File: src/rtl/snoop_step_sequencer.sv
// Sequencer for the MESI snooping caches: takes one memory instruction, broadcasts it,
// and walks the shared step code until a read hit, the final step, or a step timeout.

module snoop_step_lane (
  input  logic        sel,
  input  logic        drive,
  input  logic        write,
  input  logic        instrDone,
  input  logic [30:0] res,
  output logic        readBit,
  output logic        writeBit,
  output logic        hitBit,
  output logic [30:0] resSel
);
  assign readBit  = drive & sel & ~write;
  assign writeBit = drive & sel & write;
  assign hitBit   = sel & instrDone;
  assign resSel   = sel ? res : '0;
endmodule

module snoop_step_sequencer #(
  parameter int NUM_PROC = 3,
  parameter int TIMEOUT  = 15
) (
  input  logic                  clock,
  input  logic                  reset,
  input  logic                  instrValid,
  output logic                  instrReady,
  input  logic [1:0]            instrProc,
  input  logic                  instrWrite,
  input  logic [11:0]           instrTag,
  input  logic [15:0]           instrData,
  output logic [2:0]            step,
  output logic                  cacheReset,
  output logic [NUM_PROC-1:0]   readIn,
  output logic [NUM_PROC-1:0]   writeIn,
  output logic [11:0]           tagIn,
  output logic [15:0]           dataIn,
  output logic [11:0]           tagB,
  input  logic [NUM_PROC*5-1:0] stepDone,
  input  logic [NUM_PROC-1:0]   instrDoneIn,
  input  logic [NUM_PROC*31-1:0] resultIn,
  output logic                  done,
  output logic [30:0]           result,
  output logic                  timeout
);
  typedef enum logic [3:0] {IDLE, CLEAR, S1, S2, S3, S4, S5, S6, FIN} state_t;

  localparam logic [2:0] NPROC = 3'(NUM_PROC);
  localparam logic [7:0] TMO   = 8'(TIMEOUT);

  state_t                     state, nxt;
  logic [1:0]                 procQ;
  logic                       writeQ;
  logic [11:0]                tagQ;
  logic [15:0]                dataQ;
  logic [7:0]                 cnt, cntNxt;
  logic                       timeoutQ, illegalQ, toSet;
  logic [30:0]                resultQ, resMux;
  logic                       drive, adv, hit, accept, illegal;
  logic [4:0]                 allDone;
  logic [2:0]                 stepNum;
  logic [NUM_PROC-1:0]        hitV;
  logic [NUM_PROC-1:0][30:0]  resV;

  assign accept  = instrValid & (state == IDLE);
  assign illegal = {1'b0, instrProc} >= NPROC;

  for (genvar p = 0; p < NUM_PROC; p++) begin : g_lane
    snoop_step_lane u_lane (
      .sel      (procQ == 2'(p)),
      .drive    (drive),
      .write    (writeQ),
      .instrDone(instrDoneIn[p]),
      .res      (resultIn[31*p +: 31]),
      .readBit  (readIn[p]),
      .writeBit (writeIn[p]),
      .hitBit   (hitV[p]),
      .resSel   (resV[p])
    );
  end

  // allDone[k-1]: every cache has raised step(k)Done
  always_comb begin
    allDone = '1;
    resMux  = '0;
    for (int p = 0; p < NUM_PROC; p++) begin
      allDone &= stepDone[5*p +: 5];
      resMux  |= resV[p];
    end
  end

  assign hit = |hitV;

  always_comb begin
    nxt        = state;
    cntNxt     = '0;
    toSet      = 1'b0;
    adv        = 1'b0;
    stepNum    = 3'd0;
    cacheReset = 1'b0;
    drive      = 1'b0;
    case (state)
      IDLE:    if (accept && !illegal) nxt = CLEAR;
      CLEAR: begin
        cacheReset = 1'b1;
        drive      = 1'b1;
        nxt        = S1;
      end
      S1:      begin stepNum = 3'd1; adv = allDone[0]; end
      S2:      begin stepNum = 3'd2; adv = allDone[1]; end
      S3:      begin stepNum = 3'd3; adv = allDone[2]; end
      S4:      begin stepNum = 3'd4; adv = allDone[3]; end
      S5:      begin stepNum = 3'd5; adv = allDone[4]; end
      S6:      begin stepNum = 3'd6; adv = hit;        end
      FIN:     nxt = IDLE;
      default: nxt = IDLE;
    endcase
    // Advance is checked before the timeout so a last-cycle advance still wins.
    if (stepNum != 3'd0) begin
      drive = 1'b1;
      if (adv) begin
        case (state)
          S1:      nxt = S2;
          S2:      nxt = hit ? FIN : S3;
          S3:      nxt = S4;
          S4:      nxt = S5;
          S5:      nxt = S6;
          default: nxt = FIN;
        endcase
      end else if (cnt + 8'd1 == TMO) begin
        nxt   = FIN;
        toSet = 1'b1;
      end else begin
        cntNxt = cnt + 8'd1;
      end
    end
  end

  always_ff @(posedge clock or negedge reset) begin
    if (!reset) begin
      state    <= IDLE;
      procQ    <= '0;
      writeQ   <= 1'b0;
      tagQ     <= '0;
      dataQ    <= '0;
      cnt      <= '0;
      timeoutQ <= 1'b0;
      illegalQ <= 1'b0;
      resultQ  <= '0;
    end else begin
      state    <= nxt;
      cnt      <= cntNxt;
      illegalQ <= 1'b0;
      if (accept) begin
        timeoutQ <= illegal;
        illegalQ <= illegal;
        if (illegal) begin
          resultQ <= '0;
        end else begin
          procQ  <= instrProc;
          writeQ <= instrWrite;
          tagQ   <= instrTag;
          dataQ  <= instrData;
        end
      end else if (toSet) begin
        timeoutQ <= 1'b1;
      end
      if (state == FIN) resultQ <= resMux;
    end
  end

  assign step       = stepNum;
  assign instrReady = (state == IDLE);
  assign done       = (state == FIN) | illegalQ;
  assign result     = (state == FIN) ? resMux : resultQ;
  assign timeout    = timeoutQ;
  assign tagIn      = tagQ;
  assign tagB       = tagQ;
  assign dataIn     = dataQ;
endmodule

File: config.mk
export PLATFORM = sky130hd
export DESIGN_NAME = snoop_step_sequencer
export DESIGN_NICKNAME = d
export VERILOG_FILES = /design/src/rtl/snoop_step_sequencer.sv
export SDC_FILE = /design/constraint.sdc
export NUM_CORES = 1
export LEC_CHECK = 0
export BUFFER_PORTS_ARGS = -buffer_cell sky130_fd_sc_hd__buf_2
export CORE_MARGIN = 8
export CORE_UTILIZATION = 40
export CTS_BUF_LIST = sky130_fd_sc_hd__clkbuf_8
export DETAILED_ROUTE_END_ITERATION = 6
export HOLD_SLACK_MARGIN = 0.02
export PLACE_DENSITY = 0.78
export SKIP_LAST_GASP = 1
export SLEW_MARGIN = 10
export SYNTH_ARGS = -nofsm -noshare
export SYNTH_HDL_FRONTEND = slang
export SYNTH_HIERARCHICAL = 1
export SYNTH_SLANG_ARGS = --single-unit
File: constraint.sdc
create_clock -name clock -period 3 [get_ports clock]
set_input_delay 0.45 -clock clock [delete_from_list [all_inputs] [get_ports clock]]
set_output_delay 0.45 -clock clock [all_outputs]
set_load 0.05 [all_outputs]
# Yosys cells after proc, flatten, opt, wreduce, memory -nomap -nowiden
# Index checks and enable logic that the tools add are counted.
dict set report word_totals {
  reg_bits 76
  out_inout_bits 84
  in_bits 145
}
dict set report op_classes {
  n_lt_le_gt_ge 1
  bitwise_logic 20
  n_reduce_logical 12
  add_sub_neg 1
  n_eq_ne 11
  n_mux 27
}
# cell count
set op_table {}
lappend op_table {{two-way mux 31 bit} 7}
lappend op_table {{OR 31 bit} 2}
lappend op_table {{two-way mux 8 bit} 3}
lappend op_table {{two-way mux 4 bit} 5}
lappend op_table {{one-hot mux 4 bit (5 select lines)} 1}
lappend op_table {{one-hot mux 3 bit (6 select lines)} 1}
lappend op_table {{== test 4 x 3 -> 1 bit, second input constant} 4}
lappend op_table {{AND 1 bit} 13}
lappend op_table {{one-hot mux 4 bit (3 select lines)} 1}
lappend op_table {{AND 5 bit} 2}
lappend op_table {{adder 8 x 1 -> 8 bit, second input constant} 1}
lappend op_table {{== test 4 x 2 -> 1 bit, second input constant} 2}
lappend op_table {{== test 8 x 4 -> 1 bit, second input constant} 1}
lappend op_table {{two-way mux 1 bit} 8}
lappend op_table {{one-hot mux 1 bit (6 select lines)} 1}
lappend op_table {{nonzero test 2 bit} 3}
lappend op_table {{OR reduction 6 bit} 1}
lappend op_table {{== test 4 x 1 -> 1 bit, second input constant} 1}
lappend op_table {{== test 4 bit, second input constant} 1}
lappend op_table {{logical NOT 4 bit} 1}
lappend op_table {{AND reduction 2 bit} 2}
lappend op_table {{nonzero test 3 bit} 1}
lappend op_table {{OR reduction 3 bit} 1}
lappend op_table {{== test 2 x 1 -> 1 bit, second input constant} 1}
lappend op_table {{7 further kinds} 8}

# Depth between registers and ports, before layout
# Gate-level depths: netlist of the first run.
dict set report logic_depth {
  word_depth 8
  mapped_depth 9
}

# Modules after synthesis
# Netlist of the first run, hierarchy kept.
# module area_each_um2 cells_per_inst n_inst
set modules_own_cells {}
lappend modules_own_cells {snoop_step_sequencer 3683.5 414 1}
lappend modules_own_cells {snoop_step_lane 272.8 37 3}

# Least setup slack after synthesis of the first run
# No wires, ideal clock.
dict set report synth_path {
  path_kind {flip-flop to output port}
  from {register state[0]}
  to {output port readIn[0]}
  path_slack_ps -489
  arrival_ps 3039
  n_path_buf 1
  t_required_ps 2550
  stages_incl_launch_ff 5
  path_cell_list {dfrtp_1 buf_2 nor4b_1 o21bai_1 and3b_2}
}
dict set report synth_between {
  elab_cells_between_ends 13
}
# item line_no
set synth_lines {}
lappend synth_lines {{start: declaration} 52} ;# state_t state, nxt;
lappend synth_lines {{start signal: assignment} 152} ;# state <= nxt;
lappend synth_lines {{== test 4 x 1 -> 1 bit} --}
lappend synth_lines {{two-way mux 1 bit} --}
lappend synth_lines {{named net cacheReset} 34} ;# output logic cacheReset,
lappend synth_lines {{two-way mux 1 bit} 120} ;# if (stepNum != 3'd0) begin
lappend synth_lines {{named net drive} 60} ;# logic drive, adv, hit, accept, illegal;
lappend synth_lines {{AND 1 bit (2 in a row)} 15} ;# assign readBit = drive & sel & ~write;
lappend synth_lines {{end: declaration} 35} ;# output logic [NUM_PROC-1:0] readIn,
# The timed path passes the listed nets, and every way through them passes these cells.

# Final worst setup path of the first run
dict set report layout_path {
  from {register state[3]}
  to {output port result[19]}
}
dict set report layout_between {
  elab_chain_cells 2
}
# item line_no
set layout_lines {}
lappend layout_lines {{== test 4 bit} 176} ;# assign result = (state == FIN) ? resMux : resultQ;
lappend layout_lines {{two-way mux 31 bit} 176}
lappend layout_lines {{end: declaration} 44} ;# output logic [30:0] result,
# No other way between the ends.

==> impl_metrics.py, run 1 <==
metrics = {
    "outcome": {
        "status": "complete, no violations",
    },
    "power": {
        "leakage_nw": 3.11,
        "p_sw_share_pct": 55.6,
        "p_total_mw": 6.95,
        "seqPwrFrac_pct": 25.3,
        "p_sw_mw": 3.86,
        "p_int_mw": 3.09,
        "power.density_mw_per_mm2": 1180,
        "clockPowerShare_pct": 11.4,
        "combPwrFrac_pct": 63.3,
        "irDropWorstVdd_uv": 696,
    },
    "grt": {
        "grt_pass1_wl_mm": 20.9,
        "grt_pass1_vias": 4205,
        "grt_usage_pct": 17.1,
        "grt_max_degree": 95,
        "antenna_found_initial": 0,
        "gr-total-overflow": 0,
    },
    "detailed_routing": {
        "firstDrtPassIters": 5,
        "via_per_inst": 4.90,
        "num_vias": 4277,
        "drcViolationCount": 0,
        "detail-route-antenna-nets": 0,
        "routedWlPerCell_um": 14.9,
        "routed_wl_mm": 13.0,
        "drt_iter0_markers": 168,
    },
    "critical_path": {
        "cp.arrival_ns": 2.23,
        "worstPathRequired_ns": 2.55,
        "r2r_cells": 7,
        "path_max_fanout": 94,
        "cp-start-kind": "register",
        "crit_path_end_kind": "primary output",
        "endpoint": "result[19]",
        "critPathKind": "reg -> out",
        "r2r_start": "procQ[0]",
        "reg2reg_to": "cnt[3]",
        "regToRegSetupSlack_ns": 0.68,
        "worstSetupStartpoint": "state[3]",
    },
    "logic_synthesis": {
        "synth-xor-area-share_pct": 1.17,
        "synth_top_family_by_area": "simple AND/OR/NAND/NOR gates",
        "synth_edf_count": 0,
        "muxShareOfSynthArea_pct": 0.222,
        "postSynth.asyncResetShare_pct": 100,
        "synthesis.area_mm2": 0.00450,
        "ys_warn_count": 6,
        "yosysTopAreaCell": "dfrtp_1",
        "synth-seq-cells": 76,
        "yosys-top-cells-area": "dfrtp_1, and2_2, nand2_1",
        "yosys.area_share.adder_pct": 0.556,
        "syn-num-nets": 672,
        "post-synth-top-area-fraction_pct": 42.2,
        "synthDistinctLibCells": 46,
        "ys_seq_area_share_pct": 42.2,
        "yosys_most_used_dff": "dfrtp_1",
        "synth_compound_area_share_pct": 12.6,
        "synth-simple-area-share_pct": 37.5,
        "postSynthAreaPerCell_um2": 8.57,
        "synth_cells": 525,
    },
    "die": {
        "die-width_um": 122,
        "die_h_um": 122,
        "ios": 229,
        "dieArea_mm2": 0.0149,
        "core-area_mm2": 0.0109,
        "start_util_pct": 41.2,
        "rows": 38,
    },
    "sta": {
        "period_minus_slack_ns": 2.68,
        "slew_violations": 0,
        "max_slew.worst_pin.slew_ns": 0.958,
        "fin_worst_skew_ns": 0.0133,
        "rsz0062_at_grt": "false",
        "report.final.setup_viol": 0,
        "period_share_pct": 89.2,
        "slew_headroom_pct": 36.1,
        "final.setup.tns_ns": 0,
        "hold_viol": 0,
        "fmax_mhz": 374,
        "fin_ws_ns": 0.324,
    },
    "layout": {
        "final_cell_area_mm2": 0.00587,
        "drive_above_1_share_pct": 49.5,
        "antenna_cells": 0,
        "final_common_cell": "buf_2",
        "nets": 875,
        "final_cell_mix": "buf_2, and2_2, nand2_1, dfrtp_1, nor2_1",
        "area_growth_pct": 30.4,
    },
    "placed_design": {
        "portBuffers": 228,
        "place_ws_ns": 0.663,
        "dp_hpwl_mm": 9.88,
        "placed_area_mm2": 0.00567,
        "routabilityCongestion": 0.811,
    },
    "clock_tree": {
        "cts_buffers": 9,
        "cts_tree": "done",
        "cts.clk_slew.worst_paths_ns": 0.09,
        "cts.sinks": 76,
        "insertion_delay_ns": 0.34,
        "clock_path_buffers": 2,
        "cts_root_buf": "clkbuf_8",
        "cts-htree-levels": 3,
        "post_cts.repair.setup_buffers": 0,
        "cts_resized": 0,
        "cts_hold_buf": 0,
    },
    "job": {
        "maxCapViolations": 0,
    },
    "hold_path": {
        "hold_class": "in -> async",
    },
}
[cell type report]
cell class / count / area [um2]
inverters: 2 / 7.51
fillers: 1063 / 5070
clock buffers: 10 / 138
multi-input cells: 404 / 2370
flip-flops and latches: 76 / 1900
clock inverters: 6 / 63.8
well taps: 140 / 175
repair buffers: 235 / 1210
[flip-flops by register name (all words and copies together) (netlist names)]
register and cells:
cnt 8, dataIn 16, illegalQ 1, procQ 2
resultQ 31, state 4, tagB 12, timeout 1
writeQ 1
[cells in the mapped netlist (3+ instances only)]
cell      number
and2_2        96
nor2b_1        4
nor3_1        34
nand3_1        8
clkbuf_2       9
dfrtp_1       76
o21ai_0        5
nor2_1        51
nand4_1        3
xor2_1         5
nand2_1       93
and3_2         3
clkbuf_1       4
a21oi_1       37
a211oi_1      31
buf_2         17
and3b_2        3
buf_4         12
and3_1         3
[power groups by stage]
stage	registers, mW	logic (mW)	clock network [mW]
floorplan	2.33	2.94	0
global placement	1.77	4.39	0
detailed placement	1.78	4.43	0
CTS	1.76	4.44	0.820
global route	1.82	4.73	0.855
finish	1.76	4.40	0.790
[cells by family after synthesis]
family / count (synthesis)
simple gates: 309
compound gates: 86
flops: 76
buf+inv: 45
xor+xnor: 6
fa+ha+maj: 2
mux: 1
[through the flow]
step	hold slack [ns]	std cells	util (%)
after floorplan	0.154	525	-
after global placement	0.454	857	51.8
after detailed placement	0.458	857	51.8
after CTS	0.269	873	53.7
after global routing	0.276	873	53.7
final	0.243	873	53.7
[worst max-delay path, cell delays in order, from the launching register on]
cell and delay (ns):
dfrtp_1 0.49, inv_1 0.16, nor4_4 0.32, buf_12 0.35, nor2_1 0.11, a21oi_1 0.14
buf_2 0.28
[how the worst min path moves through the flow]
stage / from / to / slack, ns
2_1_floorplan: reset / cnt[0] / 0.15
3_3_place_gp: dataIn[2] / dataIn[2] / 0.45
3_5_place_dp: dataIn[10] / dataIn[10] / 0.46
4_1_cts: instrData[1] / dataIn[1] / 0.27
5_1_grt: instrData[1] / dataIn[1] / 0.28
6_report: reset / resultQ[9] / 0.24
[layer usage]
| layer | wire length, um | GRT usage (%) |
|---|---|---|
| met1 | 5400 | 20.5 |
| met2 | 6340 | 28.5 |
| met3 | 1050 | 4.91 |
| met4 | 264 | 6.47 |
| met5 | 0 | 0 |
Note: power is estimated with default switching activity, not from simulation.
==> run 2, diff against run 1 <==
--- a/config.mk
+++ b/config.mk
@@ -8,7 +8,6 @@
 export BUFFER_PORTS_ARGS = -buffer_cell sky130_fd_sc_hd__buf_2
 export CORE_MARGIN = 8
 export CORE_UTILIZATION = 40
-export CTS_BUF_LIST = sky130_fd_sc_hd__clkbuf_8
 export DETAILED_ROUTE_END_ITERATION = 6
 export HOLD_SLACK_MARGIN = 0.02
 export PLACE_DENSITY = 0.78
==> impl_metrics.py, run 2 (synthesis gave the netlist of run 1 again) <==
metrics = {
    "layout": {
        "regMostFlops": "resultQ",
        "largest_reg_flops": 31,
        "drive_above_1_share_pct": 49.5,
        "final_cell_mix": "buf_2, and2_2, nand2_1, dfrtp_1, nor2_1",
        "utilization_pct": 54.6,
        "n_fill_cell": 1053,
        "final_cells": 873,
        "final_common_cell": "buf_2",
        "nets": 875,
        "area_growth_pct": 32.6,
        "antenna_cells": 0,
    },
    "power": {
        "irDropWorstVdd_uv": 688,
        "leakage_nw": 3.15,
        "power.density_mw_per_mm2": 1220,
    },
    "detailed_routing": {
        "drt_iter0_markers": 166,
        "via_per_inst": 4.88,
        "routed_wl_mm": 13.1,
        "num_vias": 4264,
        "firstDrtPassIters": 4,
        "drcViolationCount": 0,
        "routedWlPerCell_um": 15.0,
        "detail-route-antenna-nets": 0,
    },
    "critical_path": {
        "reg2reg_to": "cnt[3]",
        "cp_slowest_cell": "dfrtp_1",
        "cp-start-kind": "register",
        "cpLargestDelayFamily": "buffers and inverters",
        "cp.arrival_ns": 2.21,
        "r2r_cells": 7,
        "worstPathRequired_ns": 2.55,
        "crit_path_end_kind": "primary output",
        "max_stage_delay_ns": 0.48,
        "cp.buffers_inverters": 3,
        "r2r_start": "procQ[0]",
        "regToRegSetupSlack_ns": 0.68,
        "path_max_fanout": 94,
        "worstPathCellList": "inv_1 -> nor4_4 -> buf_12 -> nor2_1 -> a21oi_1 -> buf_2",
        "critPathKind": "reg -> out",
    },
    "die": {
        "die_h_um": 122,
        "core-area_mm2": 0.0109,
        "ios": 229,
        "rows": 38,
        "die-width_um": 122,
        "start_util_pct": 41.2,
        "dieArea_mm2": 0.0149,
    },
    "sta": {
        "fmax_mhz": 377,
        "report.final.setup_viol": 0,
        "hold_viol": 0,
        "max_slew.worst_pin.slew_ns": 0.958,
        "slew_violations": 0,
        "fin_worst_skew_ns": 0.00890,
        "final.setup.tns_ns": 0,
        "whs_ns": 0.258,
        "period_minus_slack_ns": 2.66,
        "rsz0062_at_grt": "false",
        "slew_headroom_pct": 36.1,
        "period_share_pct": 88.5,
    },
    "outcome": {
        "status": "complete, no violations",
    },
    "job": {
        "maxCapViolations": 0,
    },
    "clock_tree": {
        "cts_hold_buf": 0,
        "cts_resized": 0,
        "cts.clk_slew.worst_paths_ns": 0.06,
        "insertion_delay_ns": 0.33,
        "cts_tree": "done",
        "cts.sinks": 76,
        "cts_root_buf": "clkbuf_16",
        "cts-htree-levels": 3,
        "clock_path_buffers": 2,
        "post_cts.repair.setup_buffers": 0,
        "cts_buffers": 9,
    },
    "grt": {
        "grt_usage_pct": 17.2,
        "grt_pass1_vias": 4204,
        "antenna_found_initial": 0,
        "grt_pass1_wl_mm": 21.0,
        "grt_max_degree": 95,
        "gr-total-overflow": 0,
    },
    "placed_design": {
        "dp_hpwl_mm": 9.88,
        "dp_cells": 857,
        "routabilityCongestion": 0.811,
        "portBuffers": 228,
    },
    "hold_path": {
        "hold_class": "in -> async",
    },
}
## run 2: how the worst max path moves through the flow
| stage | start | to | slack, ns | depth (start not counted) |
|---|---|---|---|---|
| floorplan | state[0] | readIn[0] | 0.30 | 4 |
| global route | state[3] | result[19] | 0.15 | 6 |
| detailed placement | state[0] | readIn[2] | 0.66 | 4 |
| CTS | state[0] | readIn[2] | 0.30 | 4 |
| finish | state[3] | result[19] | 0.34 | 6 |
| global placement | instrDoneIn[1] | cnt[3] | 0.74 | 7 |
## run 2: power breakdown
part	internal, mW	total, mW	switching [mW]
Combinational	1.22	4.40	3.18
Clock	0.670	1.09	0.421
Sequential	1.47	1.76	0.298
Total	3.35	7.26	3.90
## run 2: cell type report
cell class              count  area, um2  share of cell area (%)
clock inverters             5       60.1                    1.01
inverters                   2       7.51                   0.126
repair buffers            235       1210                    20.2
clock buffers              11        243                    4.07
flip-flops and latches     76       1900                    31.9
multi-input cells         404       2370                    39.8
well taps                 140        175                    2.93
## run 2: metrics by stage
stage	cell area, um2	setup WS (ns)	power, mW
CTS	5970	0.305	7.33
global placement	5670	0.737	6.16
global route	5970	0.149	7.71
detailed placement	5670	0.663	6.21
finish	5970	0.345	7.26
floorplan	4510	0.296	5.27
## run 2: per-layer routing
metal	wire length (um)	part of all wire (%)	vias up	GRT usage, %
li1	-	-	2166	-
met1	5410	41	1939	20.7
met2	6380	49	145	28.5
met3	1080	8.3	14	5.74
met4	230	1.8	0	5.33
met5	0	0	-	0
